==> config.mk <==
export PLATFORM = sky130hd
export DESIGN_NAME = gpio_config_serializer
export DESIGN_NICKNAME = d
export VERILOG_FILES = /design/src/rtl/gpio_config_serializer.sv
export SDC_FILE = /design/constraint.sdc
export NUM_CORES = 1
export LEC_CHECK = 0
export CAP_MARGIN = 20
export CORE_AREA = 2 2 92 85
export CTS_BUF_LIST = sky130_fd_sc_hd__clkbuf_4 sky130_fd_sc_hd__clkbuf_8 sky130_fd_sc_hd__clkbuf_16
export DETAILED_ROUTE_END_ITERATION = 16
export DIE_AREA = 0 0 94 87
export PLACE_DENSITY = 0.68
export SLEW_MARGIN = 20
export SYNTH_ARGS = -nofsm -noshare
export SYNTH_HDL_FRONTEND = slang
export SYNTH_SLANG_ARGS = --single-unit
==> constraint.sdc <==
create_clock -name clk -period 2.7 [get_ports clk]
set_input_delay 0.54 -clock clk [delete_from_list [all_inputs] [get_ports clk]]
set_output_delay 0.54 -clock clk [all_outputs]
set_load 0.1 [all_outputs]
==> src/rtl/gpio_config_serializer.sv <==
// rtl/gpio_config_serializer.sv - Shifts per-pad GPIO config words into both user-area chains and strobes the load
module gpio_config_serializer #(
    parameter int NUM_IO    = 19,
    parameter int CFG_WIDTH = 13,
    parameter int CLK_DIV   = 2
) (
    input  logic                 clk,
    input  logic                 resetn,
    input  logic                 xfer_start,
    output logic                 xfer_busy,
    output logic                 xfer_done,
    output logic [5:0]           cfg_addr1,
    output logic [5:0]           cfg_addr2,
    input  logic [CFG_WIDTH-1:0] cfg_data1,
    input  logic [CFG_WIDTH-1:0] cfg_data2,
    output logic                 serial_clock,
    output logic                 serial_resetn,
    output logic                 serial_load,
    output logic                 serial_data_1,
    output logic                 serial_data_2
);
    localparam int CW = (CLK_DIV > 0) ? $clog2(2 * CLK_DIV) : 1;
    localparam int KW = (NUM_IO > 1) ? $clog2(NUM_IO) : 1;
    localparam int BW = (CFG_WIDTH > 1) ? $clog2(CFG_WIDTH) : 1;

    localparam logic [CW-1:0] PHASE_LAST = CW'(CLK_DIV - 1);
    localparam logic [CW-1:0] PAIR_LAST  = CW'(2 * CLK_DIV - 1);
    localparam logic [KW-1:0] K_LAST     = KW'(NUM_IO - 1);
    localparam logic [BW-1:0] B_MSB      = BW'(CFG_WIDTH - 1);

    typedef enum logic [2:0] {IDLE, CLR, FETCH, SHIFT, LOAD} state_t;

    state_t               state;
    logic [CW-1:0]        cnt;
    logic [KW-1:0]        k;
    logic [BW-1:0]        b;
    logic                 high_phase;
    logic [CFG_WIDTH-1:0] shreg1;
    logic [CFG_WIDTH-1:0] shreg2;

    // Chain 1 is fed from its far end (GPIO NUM_IO-1) down to GPIO 0; chain 2 from GPIO NUM_IO upward.
    function automatic logic [5:0] addr1_of(input logic [KW-1:0] idx);
        return 6'(NUM_IO - 1 - int'(idx));
    endfunction

    function automatic logic [5:0] addr2_of(input logic [KW-1:0] idx);
        return 6'(NUM_IO + int'(idx));
    endfunction

    always_ff @(posedge clk or negedge resetn) begin
        if (!resetn) begin
            state         <= IDLE;
            cnt           <= '0;
            k             <= '0;
            b             <= '0;
            high_phase    <= 1'b0;
            shreg1        <= '0;
            shreg2        <= '0;
            xfer_busy     <= 1'b0;
            xfer_done     <= 1'b0;
            cfg_addr1     <= '0;
            cfg_addr2     <= '0;
            serial_clock  <= 1'b0;
            serial_resetn <= 1'b0;
            serial_load   <= 1'b0;
            serial_data_1 <= 1'b0;
            serial_data_2 <= 1'b0;
        end else begin
            xfer_done <= 1'b0;
            case (state)
                IDLE: begin
                    serial_resetn <= 1'b1;
                    if (xfer_start) begin
                        state         <= CLR;
                        xfer_busy     <= 1'b1;
                        serial_resetn <= 1'b0;
                        cnt           <= '0;
                        k             <= '0;
                    end
                end

                CLR: begin
                    if (cnt == PAIR_LAST) begin
                        state         <= FETCH;
                        serial_resetn <= 1'b1;
                        cnt           <= '0;
                        cfg_addr1     <= addr1_of(k);
                        cfg_addr2     <= addr2_of(k);
                    end else begin
                        cnt <= cnt + 1'b1;
                    end
                end

                FETCH: begin
                    // The register file answers combinationally, so the word is valid this cycle.
                    shreg1        <= cfg_data1;
                    shreg2        <= cfg_data2;
                    serial_data_1 <= cfg_data1[CFG_WIDTH-1];
                    serial_data_2 <= cfg_data2[CFG_WIDTH-1];
                    b             <= B_MSB;
                    high_phase    <= 1'b0;
                    cnt           <= '0;
                    state         <= SHIFT;
                end

                SHIFT: begin
                    if (cnt != PHASE_LAST) begin
                        cnt <= cnt + 1'b1;
                    end else begin
                        cnt <= '0;
                        if (!high_phase) begin
                            high_phase   <= 1'b1;
                            serial_clock <= 1'b1;
                        end else begin
                            high_phase   <= 1'b0;
                            serial_clock <= 1'b0;
                            if (b != '0) begin
                                // Next bit goes out on the same edge the clock falls.
                                b             <= b - 1'b1;
                                serial_data_1 <= shreg1[b - 1'b1];
                                serial_data_2 <= shreg2[b - 1'b1];
                            end else if (k != K_LAST) begin
                                k         <= k + 1'b1;
                                cfg_addr1 <= addr1_of(k + 1'b1);
                                cfg_addr2 <= addr2_of(k + 1'b1);
                                state     <= FETCH;
                            end else begin
                                state       <= LOAD;
                                serial_load <= 1'b1;
                            end
                        end
                    end
                end

                LOAD: begin
                    if (cnt == PAIR_LAST) begin
                        state     <= IDLE;
                        xfer_busy <= 1'b0;
                        xfer_done <= 1'b1;
                        cnt       <= '0;
                    end else begin
                        if (cnt == PHASE_LAST) begin
                            serial_load <= 1'b0;
                        end
                        cnt <= cnt + 1'b1;
                    end
                end

                default: state <= IDLE;
            endcase
        end
    end
endmodule

* Yosys cells after proc, flatten, opt, wreduce, memory -nomap -nowiden
Cells that the tools add are included.
Word-level totals: register bits after elaboration 60, input bits 29, output and inout bits 19, word-level logic and storage cells 128
Cells by class: $add $sub $neg 7, magnitude comparators 1, equal/unequal tests 19, muxes and demuxes 64, bitwise gates (word level) 1, reduce and logical (&&, ||, !) cells 20
Operator list (number):
- 6-bit two-way mux | 10
- 5-bit two-way mux | 5
- 6-bit one-hot mux with 2 select lines | 2
- 1-bit two-way mux | 22
- 2-bit inequality test (second input constant) | 11
- 3-bit two-way mux | 7
- 6-bit AND reduction | 3
- 3-bit one-hot mux with 5 select lines | 1
- 5-bit by 5-bit adder with 6-bit output (first input constant) | 2
- 4-bit two-way mux | 3
- 1-bit one-hot mux with 2 select lines | 6
- 2-bit nonzero test | 6
- 5-bit by 5-bit subtractor with 6-bit output (first input constant) | 2
- 5-bit one-hot mux with 2 select lines | 1
- 1-bit binary-select mux with 4-bit select | 2
- 2-bit one-hot mux with 4 select lines | 1
- 4-bit one-hot mux with 2 select lines | 1
- 2-bit AND reduction | 4
- 4-bit nonzero test | 2
- 7-bit AND reduction | 1
- 3-bit by 2-bit == test with 1-bit output (second input constant) | 2
- 2-bit two-way mux | 3
- 5-bit by 1-bit adder with 5-bit output (second input constant) | 1
- 4-bit by 5-bit less-than comparator with 1-bit output (second input constant) | 1
- 13 further kinds | 13

* Depth between registers and ports, before layout
Gate-level depths: netlist of the first run.
depth in word-level cells 7, depth in mapped cells 11, depth with buffers taken out 8

* Least setup slack after synthesis of the first run
No wires, ideal clock.
path type flip-flop to flip-flop, start point register b[0], end point register serial_data_1, library setup time 135 ps, data arrival time 2224 ps, data required time 2565 ps, path slack 341 ps, stages on the path, launching flop included 10, path buffers 3, clock period less this slack 2359 ps, path through dfrtp_1 -> clkbuf_2 -> buf_2 -> inv_1 -> ha_1 -> clkbuf_1 -> mux4_2 -> nor2b_1 -> a2111oi_0 -> o41ai_1
On the way: cells in the longest elaborated chain, start to end 7, elaborated cells on any way between the ends 10, those cells by class 1 x add/sub; 1 x eq/ne; 6 x mux; 2 x reduce/logical
RTL lines:
- start: declaration | line 36 | logic [BW-1:0] b;
- start signal: assignment | line 119 | b <= b - 1'b1;
- 4-bit by 1-bit subtractor with 4-bit output | line 120 | serial_data_1 <= shreg1[b - 1'b1];
- 1-bit binary-select mux with 4-bit select | line 120
- 1-bit two-way mux (not written as such) | line 120
- 1-bit two-way mux | line 117 | if (b != '0) begin
- 1-bit two-way mux | line 111 | if (!high_phase) begin
- 1-bit two-way mux | line 107 | if (cnt != PHASE_LAST) begin
- 1-bit one-hot mux with 2 select lines | line 70 | case (state)
- end signal: assignment | line 98 | serial_data_1 <= cfg_data1[CFG_WIDTH-1];
- end signal: assignment | line 120
- end: declaration | line 19 | output logic serial_data_1,
Several ways; a longest one is shown, not always the timed one. The select of a mux whose other input is x is not followed. A chain may end at the register's enable or synchronous reset.

* Final worst setup path of the first run
start point register k[0], end point register cfg_addr2[4]
On the way: cells in the longest elaborated chain, start to end 7, elaborated cells on any way between the ends 12, those cells by class 3 x add/sub; 2 x eq/ne; 6 x mux; 1 x reduce/logical
RTL lines:
- start: declaration | line 35 | logic [KW-1:0] k;
- start signal: assignment | line 123 | k <= k + 1'b1;
- 5-bit by 1-bit adder with 5-bit output | line 125 | cfg_addr2 <= addr2_of(k + 1'b1);
- 5-bit by 5-bit adder with 6-bit output | line 47 | return 6'(NUM_IO + int'(idx));
- 6-bit two-way mux | line 122 | end else if (k != K_LAST) begin
- 6-bit two-way mux | line 117
- 6-bit two-way mux | line 111
- 6-bit two-way mux | line 107
- 6-bit one-hot mux with 2 select lines | line 70
- end signal: assignment | line 88 | cfg_addr2 <= addr2_of(k);
- end signal: assignment | line 125
- end: declaration | line 13 | output logic [5:0] cfg_addr2,
Several ways; a longest one is shown, not always the timed one. The select of a mux whose other input is x is not followed.

==> flow_metrics.tcl, run 1 <==
set metrics [dict create \
    rsz0062_at_grt "no" \
    finalSetupTns_ns 0 \
    setup.worst_path.start_class "register" \
    cts_sinks 60 \
    ys_types 54 \
    holdCritPathClass "input pin to asynchronous set/reset pin" \
    max_freq_ghz 0.443 \
    synth_enable_flop_cells 0 \
    num_rows 30 \
    cpMostUsedCell "ha_1" \
    drive_gt1_frac 0.253 \
    grt_overflow_total 0 \
    die_x_um 94 \
    synth_area_um2 3210 \
    maxCapViolCount 0 \
    clkLatencyLatePin_ns 0.35 \
    drt_drc_violations_left 0 \
    place_congestion 0.813 \
    syn2layout_area_growth_pct 21.6 \
    startpoint "k[0]$_DFFE_PN0P_" \
    power_mw 1.85 \
    fin_skew_ns 0.00866 \
    first_pass_iters 4 \
    start_util 0.438 \
    r2r_end "cfg_addr2[4]$_DFFE_PN0P_" \
    cts_buffers 9 \
    core_area_um2 7320 \
    crit_path_end "cfg_addr2[4]$_DFFE_PN0P_" \
    avgSynthCellArea_um2 10.7 \
    maxSlewViolCount 0 \
    crit_slowest_cell "nor4bb_1" \
    htree_levels 3 \
    cts.path.max_buffers 2 \
    clockRootBuffer "clkbuf_8" \
    r2r_slack_ns 0.44 \
    post_cts_buffers 0 \
    critical_path_buf_inv_count 1 \
    grt.total_usage 0.170 \
    antennaDiodeCount 0 \
    vias 2358 \
    syn_nets 337 \
    fillCellCount 669 \
    post_cts_resize_count 0 \
    dp_cells 428 \
    dp.final_hpwl_um 4260 \
    wl_um 6300 \
    cts_tree "done" \
    tightest_slew_ns 0.759 \
    synth_ff_type "dfrtp_1" \
    cp.depth 8 \
    die_height_um 87 \
    grt_pass1_wl_um 10800 \
    synth-async-reset-ratio 1.00 \
    crit_fanout 7 \
    yosysWarnings 0 \
    powerDensity_nw_per_um2 473 \
    dieArea_um2 8180 \
    grt_pass1_vias 2369 \
    port_buffers 47 \
    viasPerCell 5.31 \
    drtAntennaViolNets 0 \
    r2r-start "k[0]$_DFFE_PN0P_" \
    p_leak_nw 1.63 \
    critical_path.top_delay_family "adder cells" \
    drt_iter0_drc 117 \
    cp-end-kind "register" \
    fin_crit_sh 0.836 \
    antenna_found_initial 0 \
    path_clk_slew_ns 0.07 \
    avgRoutedWirePerCell_um 14.2 \
    ys_seq_area_frac 0.468 \
    final_nets 381 \
    arrival_ns 2.48 \
    crit_chain "inv_1 -> ha_1 -> nor4bb_1 -> a21oi_1 -> ha_1 -> a211oi_1 -> xnor2_1 -> o21ai_0" \
    cp.required_ns 2.92 \
    hold_buffers 0 \
    status "completed" \
    final_cells 444 \
    hold_viol 0 \
    synthCells 299 \
    synth-seq-cells 60 \
    whs_ns 0.355 \
    relSlewSlack 0.494 \
    critical_path_class "register to register" \
    reg2reg_depth 8 \
    io-pin-count 48 \
    setup_violations 0 \
    final.min_clock_period_ns 2.26 \
    final_core_util 0.533 \
    grt_max_degree 61 \
    vdd_drop_max_mv 0.377 \
    cp_slowest_stage_delay_ns 0.44 \
]
[cell usage after synthesis, types with 3 or more instances]
master     n  share of area
nor2_1    17          0.020
o21ai_0   25          0.039
nand2_1   27          0.032
mux2_2    32           0.11
dfrtp_1   60           0.47
a21o_1     4         0.0094
xor2_1     6          0.016
mux4_2     6          0.042
o31ai_1    5          0.012
o21ai_1    4         0.0062
nand2b_1   4         0.0078
nor3_1     4         0.0062
nand3_1    3         0.0047
clkbuf_1   7         0.0082
nor2b_1    3         0.0059
inv_1      9          0.011
ha_1       9          0.035
xnor2_1    7          0.019
buf_2     10          0.016
nand4_1    3         0.0059
a21oi_1   11          0.017
[cells by family after synthesis]
logic type / Yosys count / share of synthesized area
fa+ha+maj: 9 / 0.0351
xor+xnor: 13 / 0.0355
simple gates: 79 / 0.126
mux: 38 / 0.154
compound gates: 68 / 0.135
flops: 60 / 0.468
buf+inv: 32 / 0.0464
[state kept, by name, summed over array words and instances (netlist names)]
name           flops
shreg1            13
shreg2            13
cfg_addr1          6
cfg_addr2          6
k                  5
b                  4
state              3
cnt                2
high_phase         1
serial_clock       1
serial_data_1      1
serial_data_2      1
serial_load        1
serial_resetn      1
xfer_busy          1
xfer_done          1
[placed cells by master (no fill, tap or decap), types with 5 or more instances in the layout]
cell type	synthesis	final
a21oi_1	11	11
xor2_1	6	6
o21ai_0	25	25
nand2_1	27	27
mux4_2	6	6
xnor2_1	7	7
inv_1	9	9
clkbuf_8	0	9
nor2_1	17	17
o31ai_1	5	5
mux2_2	32	32
clkdlybuf4s50_1	0	27
ha_1	9	9
buf_4	2	27
dfrtp_1	60	60
[power breakdown]
part	total, mW	switching, mW	internal (mW)
clock	0.813	0.383	0.430
combinational	0.103	0.0422	0.0605
sequential	0.930	0.0103	0.920
total	1.85	0.436	1.41
[layer usage]
| layer | routed length, um | GRT usage | vias up |
|---|---|---|---|
| li1 | - | - | 1159 |
| met5 | 0 | 0 | - |
| met2 | 3040 | 0.279 | 43 |
| met1 | 2920 | 0.214 | 1149 |
| met3 | 281 | 0.0580 | 7 |
| met4 | 68 | 0.0527 | 0 |
[layout make-up]
type | instances | area (um^2) | area share
clock inverters | 7 | 76.3 | 0.0196
inverters | 10 | 37.5 | 0.00962
flip-flops and latches | 60 | 1500 | 0.385
well taps | 96 | 120 | 0.0308
clock buffers | 9 | 124 | 0.0318
repair buffers | 55 | 478 | 0.123
multi-input cells | 207 | 1560 | 0.401
[worst reg2reg max path: stages (launching register included)]
cell,delay [ns]
dfrtp_1,0.43
inv_1,0.12
ha_1,0.35
nor4bb_1,0.44
a21oi_1,0.11
ha_1,0.23
a211oi_1,0.23
xnor2_1,0.14
o21ai_0,0.08
[worst min-delay path by stage]
stage / startpoint / to / slack, ns
floorplan: resetn / b[0]$_DFFE_PN0P_ / 0.24
global placement: cfg_addr1[3]$_DFFE_PN0P_ / cfg_addr1[3]$_DFFE_PN0P_ / 0.46
detailed placement: cfg_addr1[2]$_DFFE_PN0P_ / cfg_addr1[2]$_DFFE_PN0P_ / 0.47
CTS: resetn / cfg_addr1[1]$_DFFE_PN0P_ / 0.38
global route: resetn / shreg2[0]$_DFFE_PN0P_ / 0.42
finish: resetn / cfg_addr2[2]$_DFFE_PN0P_ / 0.36
[stage by stage]
step	setup WS [ns]	area, um^2
after floorplan	0.341	3210
after global placement	0.509	3700
after detailed placement	0.449	3700
after CTS	0.437	3900
after global routing	0.246	3900
final	0.442	3900
Note: power is estimated with default switching activity, not from simulation.
==> run 2: changes to the inputs <==
==> constraint.sdc (replaced) <==
create_clock -name clk -period 2.3 [get_ports clk]
set_input_delay 0.46 -clock clk [delete_from_list [all_inputs] [get_ports clk]]
set_output_delay 0.46 -clock clk [all_outputs]
set_load 0.1 [all_outputs]
==> run 2 against run 1 <==
  * Worst setup slack worse by 0.27 ns
  * Combinational power is 21% higher
  * Non-clock buffer count is 7 higher
  * Core utilization is 1.3 points higher
  * Worst hold slack worse by 0.26 ns
  * Final cell count is 1.6% higher
  * Design area is 2.5% higher
  * Clock skew is 0.0034 ns lower
  * Flip-flop and latch count stayed put
  * Critical endpoint is now cfg_addr1[5]$_DFFE_PN0P_
  * Highest routed layer unchanged
==> flow_metrics.tcl, run 2 (synthesis gave the netlist of run 1 again) <==
set metrics [dict create \
    maxCapViolCount 0 \
    p_leak_nw 1.68 \
    io-pin-count 48 \
    grt_pass1_vias 2346 \
    final_common_cell "dfrtp_1" \
    setup.worst_path.start_class "register" \
    antennaDiodeCount 0 \
    grt_pass1_wl_um 10800 \
    place_congestion 0.902 \
    first_pass_iters 4 \
    num_rows 30 \
    max_freq_ghz 0.470 \
    drive_gt1_frac 0.273 \
    maxSlewViolCount 0 \
    wl_um 6350 \
    dp.final_hpwl_um 4480 \
    r2r_slack_ns 0.17 \
    drt_iter0_drc 117 \
    hold_viol 0 \
    cp_slowest_stage_delay_ns 0.42 \
    whs_ns 0.0933 \
    antenna_found_initial 0 \
    die_height_um 87 \
    fin_skew_ns 0.00522 \
    post_cts_buffers 0 \
    clkLatencyLatePin_ns 0.33 \
    fin_crit_sh 0.924 \
    clockRootBuffer "clkbuf_8" \
    top_regs "shreg1 (13), shreg2 (13)" \
    critical_path_class "register to register" \
    startpoint "b[1]$_DFFE_PN0P_" \
    final_nets 388 \
    arrival_ns 2.40 \
    die_x_um 94 \
    cp-end-kind "register" \
    setup_violations 0 \
    powerDensity_nw_per_um2 561 \
    avgRoutedWirePerCell_um 14.1 \
    rsz0062_at_grt "no" \
    finalSetupTns_ns 0 \
    vdd_drop_max_mv 0.317 \
    cts.path.max_buffers 2 \
    crit_slowest_cell "dfrtp_1" \
    start_util 0.438 \
    holdCritPathClass "input pin to asynchronous set/reset pin" \
    dieArea_um2 8180 \
    status "completed" \
    vias 2397 \
    final_cell_mix "59 x dfrtp_1, 33 x buf_4, 32 x mux2_2, 27 x nand2_1, 27 x clkdlybuf4s50_1" \
    grt_max_degree 40 \
    relSlewSlack 0.607 \
    tightest_slew_ns 0.585 \
    path_clk_slew_ns 0.07 \
    grt.total_usage 0.169 \
    hold_buffers 0 \
    core_area_um2 7320 \
    port_buffers 47 \
    syn2layout_area_growth_pct 24.6 \
    drt_drc_violations_left 0 \
    drtAntennaViolNets 0 \
    htree_levels 3 \
    cp.required_ns 2.58 \
    r2r-start "b[1]$_DFFE_PN0P_" \
    viasPerCell 5.31 \
    crit_chain "inv_1 -> ha_1 -> nand2b_1 -> o21a_1 -> or4_1 -> buf_4 -> a21oi_1 -> a21o_1" \
    cts_sinks 60 \
    design_area_um2 4000 \
    crit_fanout 24 \
    final.min_clock_period_ns 2.13 \
    grt_overflow_total 0 \
    place_area_um2 3760 \
    cts_tree "done" \
    cts_buffers 9 \
]
## run 2: changes by cell type in the layout (fill, tap and decap cells not counted), sizes merged
cell and change:
clkinv +1, clkinvlp -1, buf +7, inv -1, bufinv +1
## run 2: cell type report
cell class,count,area [um^2]
clock buffer,9,124
clock inverter,7,91.3
fill,656,3320
inverter,10,37.5
multi-input combinational,207,1580
sequential,60,1500
tap,96,120
timing repair buffer,62,543
## run 2: per-stage QoR
step	setup WS [ns]	total power, mW	std cells	utilization
finish	0.174	2.24	451	0.546
global route	0.0211	2.34	451	0.546
CTS	0.0390	2.27	451	0.544
detailed placement	0.0451	1.24	435	0.514
global placement	0.136	1.24	435	0.514
floorplan	0.0715	1.15	299	-
## run 2: worst paths after layout
kind	endpoint	cells past startpoint
max	cfg_addr1[5]$_DFFE_PN0P_	8
min	cfg_addr1[4]$_DFFE_PN0P_	1
max reg2reg	cfg_addr1[5]$_DFFE_PN0P_	8
min reg2reg	cfg_addr1[5]$_DFFE_PN0P_	1
max in group asynchronous	k[0]$_DFFE_PN0P_	2
min in group clk	cfg_addr1[5]$_DFFE_PN0P_	1
## run 2: worst max-delay path, delay by kind of cell (launching register included)
kind            cells  cell delay [ns]
simple gates        2             0.53
fa+ha+maj           1             0.24
flops               1             0.42
buf+inv             2             0.29
compound gates      3             0.60
## run 2: what timing repair did
item                                    CTS  global route
endpoints found under the setup margin    0             2
resized for setup                         0             3
endpoints found under the hold margin     0             0
## run 2: per-layer routing
layer,part of all wire,vias to the layer above,track usage
li1,-,1181,-
met1,0.45,1147,0.213
met2,0.48,57,0.264
met3,0.056,12,0.0693
met4,0.016,0,0.0619
met5,0,-,0
## run 2: power by group
part | internal [mW] | switching [mW] | leakage (nW)
sequential | 1.08 | 0.0122 | 0.669
combinational | 0.0745 | 0.0504 | 0.905
clock | 0.605 | 0.418 | 0.109
total | 1.76 | 0.481 | 1.68
==> run 3: changes to the inputs <==
==> constraint.sdc (replaced) <==
create_clock -name clk -period 2.3 [get_ports clk]
set_input_delay 0.46 -clock clk [delete_from_list [all_inputs] [get_ports clk]]
set_output_delay 0.46 -clock clk [all_outputs]
set_load 0.02 [all_outputs]
==> run 3 against run 2 <==
  * Worst setup slack worse by 0.026 ns
  * Final cell count is the same
  * Clock skew grew 0.00062 ns
  * Worst hold slack better by 0.020 ns
  * Via count grew 0.79%
  * Largest cell class unchanged
==> flow_metrics.tcl, run 3 (synthesis gave the netlist of run 1 again) <==
set metrics [dict create \
    path_clk_slew_ns 0.07 \
    viasPerCell 5.36 \
    p_leak_nw 1.66 \
    core_area_um2 7320 \
    start_util 0.438 \
    post_cts_buffers 0 \
    grtUsageMet2 0.277 \
    final_cell_mix "60 x dfrtp_1, 46 x clkdlybuf4s50_1, 32 x mux2_2, 27 x nand2_1, 25 x o21ai_0" \
    maxSlewViolCount 0 \
    drive_gt1_frac 0.217 \
    grt_pass1_wl_um 11200 \
    first_pass_iters 4 \
    drtAntennaViolNets 0 \
    tightest_slew_ns 0.539 \
    wl_um 6510 \
    grt.total_usage 0.175 \
    maxCapViolCount 0 \
    relSlewSlack 0.638 \
    dieArea_um2 8180 \
    place_area_um2 3810 \
    cts_tree "done" \
    hold_viol 0 \
    powerDensity_nw_per_um2 514 \
    die_x_um 94 \
    rsz0062_at_grt "no" \
    fin_crit_sh 0.935 \
    avgRoutedWirePerCell_um 14.4 \
    cp-end-kind "register" \
    antenna_found_initial 0 \
    num_rows 30 \
    design_area_um2 3990 \
    reg2reg_depth 8 \
    cts_buffers 9 \
    max_freq_ghz 0.465 \
    vias 2416 \
    antennaDiodeCount 0 \
    status "completed" \
    cts_sinks 60 \
    cp.required_ns 2.52 \
    final.min_clock_period_ns 2.15 \
    crit_fanout 7 \
    io-pin-count 48 \
    finalSetupTns_ns 0 \
    critical_path_class "register to register" \
    hold_buffers 0 \
    final_nets 388 \
    arrival_ns 2.37 \
    drt_drc_violations_left 0 \
    holdCritPathClass "input pin to asynchronous set/reset pin" \
    busiest_layer "met2" \
    grt_max_degree 61 \
    place_congestion 0.888 \
    htree_levels 3 \
    clkLatencyLatePin_ns 0.34 \
    grt_pass1_vias 2348 \
    grt_overflow_total 0 \
    dp.final_hpwl_um 4390 \
    final_common_cell "dfrtp_1" \
    fin_skew_ns 0.00585 \
    grt_util_met3 0.0537 \
    port_buffers 47 \
    die_height_um 87 \
    vdd_drop_max_mv 0.355 \
    cts.path.max_buffers 2 \
    drt_iter0_drc 130 \
    global_route.usage.met1 0.232 \
    syn2layout_area_growth_pct 24.5 \
    setup.worst_path.start_class "register" \
    top_regs "shreg1 (13), shreg2 (13)" \
    clockRootBuffer "clkbuf_8" \
    setup_violations 0 \
]
[run 3: per-stage QoR]
step	util	hold slack, ns	setup slack, ns	total power [mW]	std cells
floorplan	-	0.164	0.0715	1.14	299
global placement	0.521	0.462	0.143	1.23	435
detailed placement	0.521	0.472	0.0747	1.23	435
CTS	0.544	0.127	0.0649	2.08	451
global route	0.545	0.136	0.0221	2.13	451
finish	0.545	0.113	0.148	2.05	451
[run 3: path summary, 6_finish.rpt]
kind,startpoint,endpoint,slack (ns)
max reg2reg,k[0]$_DFFE_PN0P_,cfg_addr2[4]$_DFFE_PN0P_,0.15
max,k[0]$_DFFE_PN0P_,cfg_addr2[4]$_DFFE_PN0P_,0.15
min in group clk,cfg_addr1[3]$_DFFE_PN0P_,cfg_addr1[3]$_DFFE_PN0P_,0.48
min reg2reg,cfg_addr1[3]$_DFFE_PN0P_,cfg_addr1[3]$_DFFE_PN0P_,0.48
max in group asynchronous,resetn,state[2]$_DFFE_PN0P_,1.92
min,resetn,cfg_addr2[2]$_DFFE_PN0P_,0.11
[run 3: cell type report]
type / instances / area, um^2
Fill cell: 658 / 3330
Inverter: 10 / 37.5
Tap cell: 96 / 120
Sequential cell: 60 / 1500
Clock buffer: 11 / 145
Timing Repair Buffer: 62 / 591
Multi-Input combinational cell: 207 / 1570
Clock inverter: 5 / 27.5
[run 3: layer usage]
metal  vias up  wire, um
met5         -         0
met4         0        81
met3         8       310
met2        49      3050
met1      1181      3070
li1       1178         -
[run 3: what timing repair did]
action                                 CTS  global route
endpoints found under the hold margin    0             0
gates resized for setup                  0             2
setup endpoints to repair                0             2
[run 3: report_power, final]
group / switching [mW] / total (mW) / internal (mW)
sequential: 0.0130 / 1.09 / 1.08
clock: 0.419 / 0.843 / 0.424
combinational: 0.0390 / 0.115 / 0.0755
[run 3: worst max-delay path, stage by stage (launching register included)]
cell,delay [ns]
dfrtp_1,0.44
inv_1,0.12
ha_1,0.36
nor4bb_2,0.35
a21oi_1,0.10
ha_1,0.22
a211oi_1,0.22
xnor2_1,0.14
o21ai_0,0.08
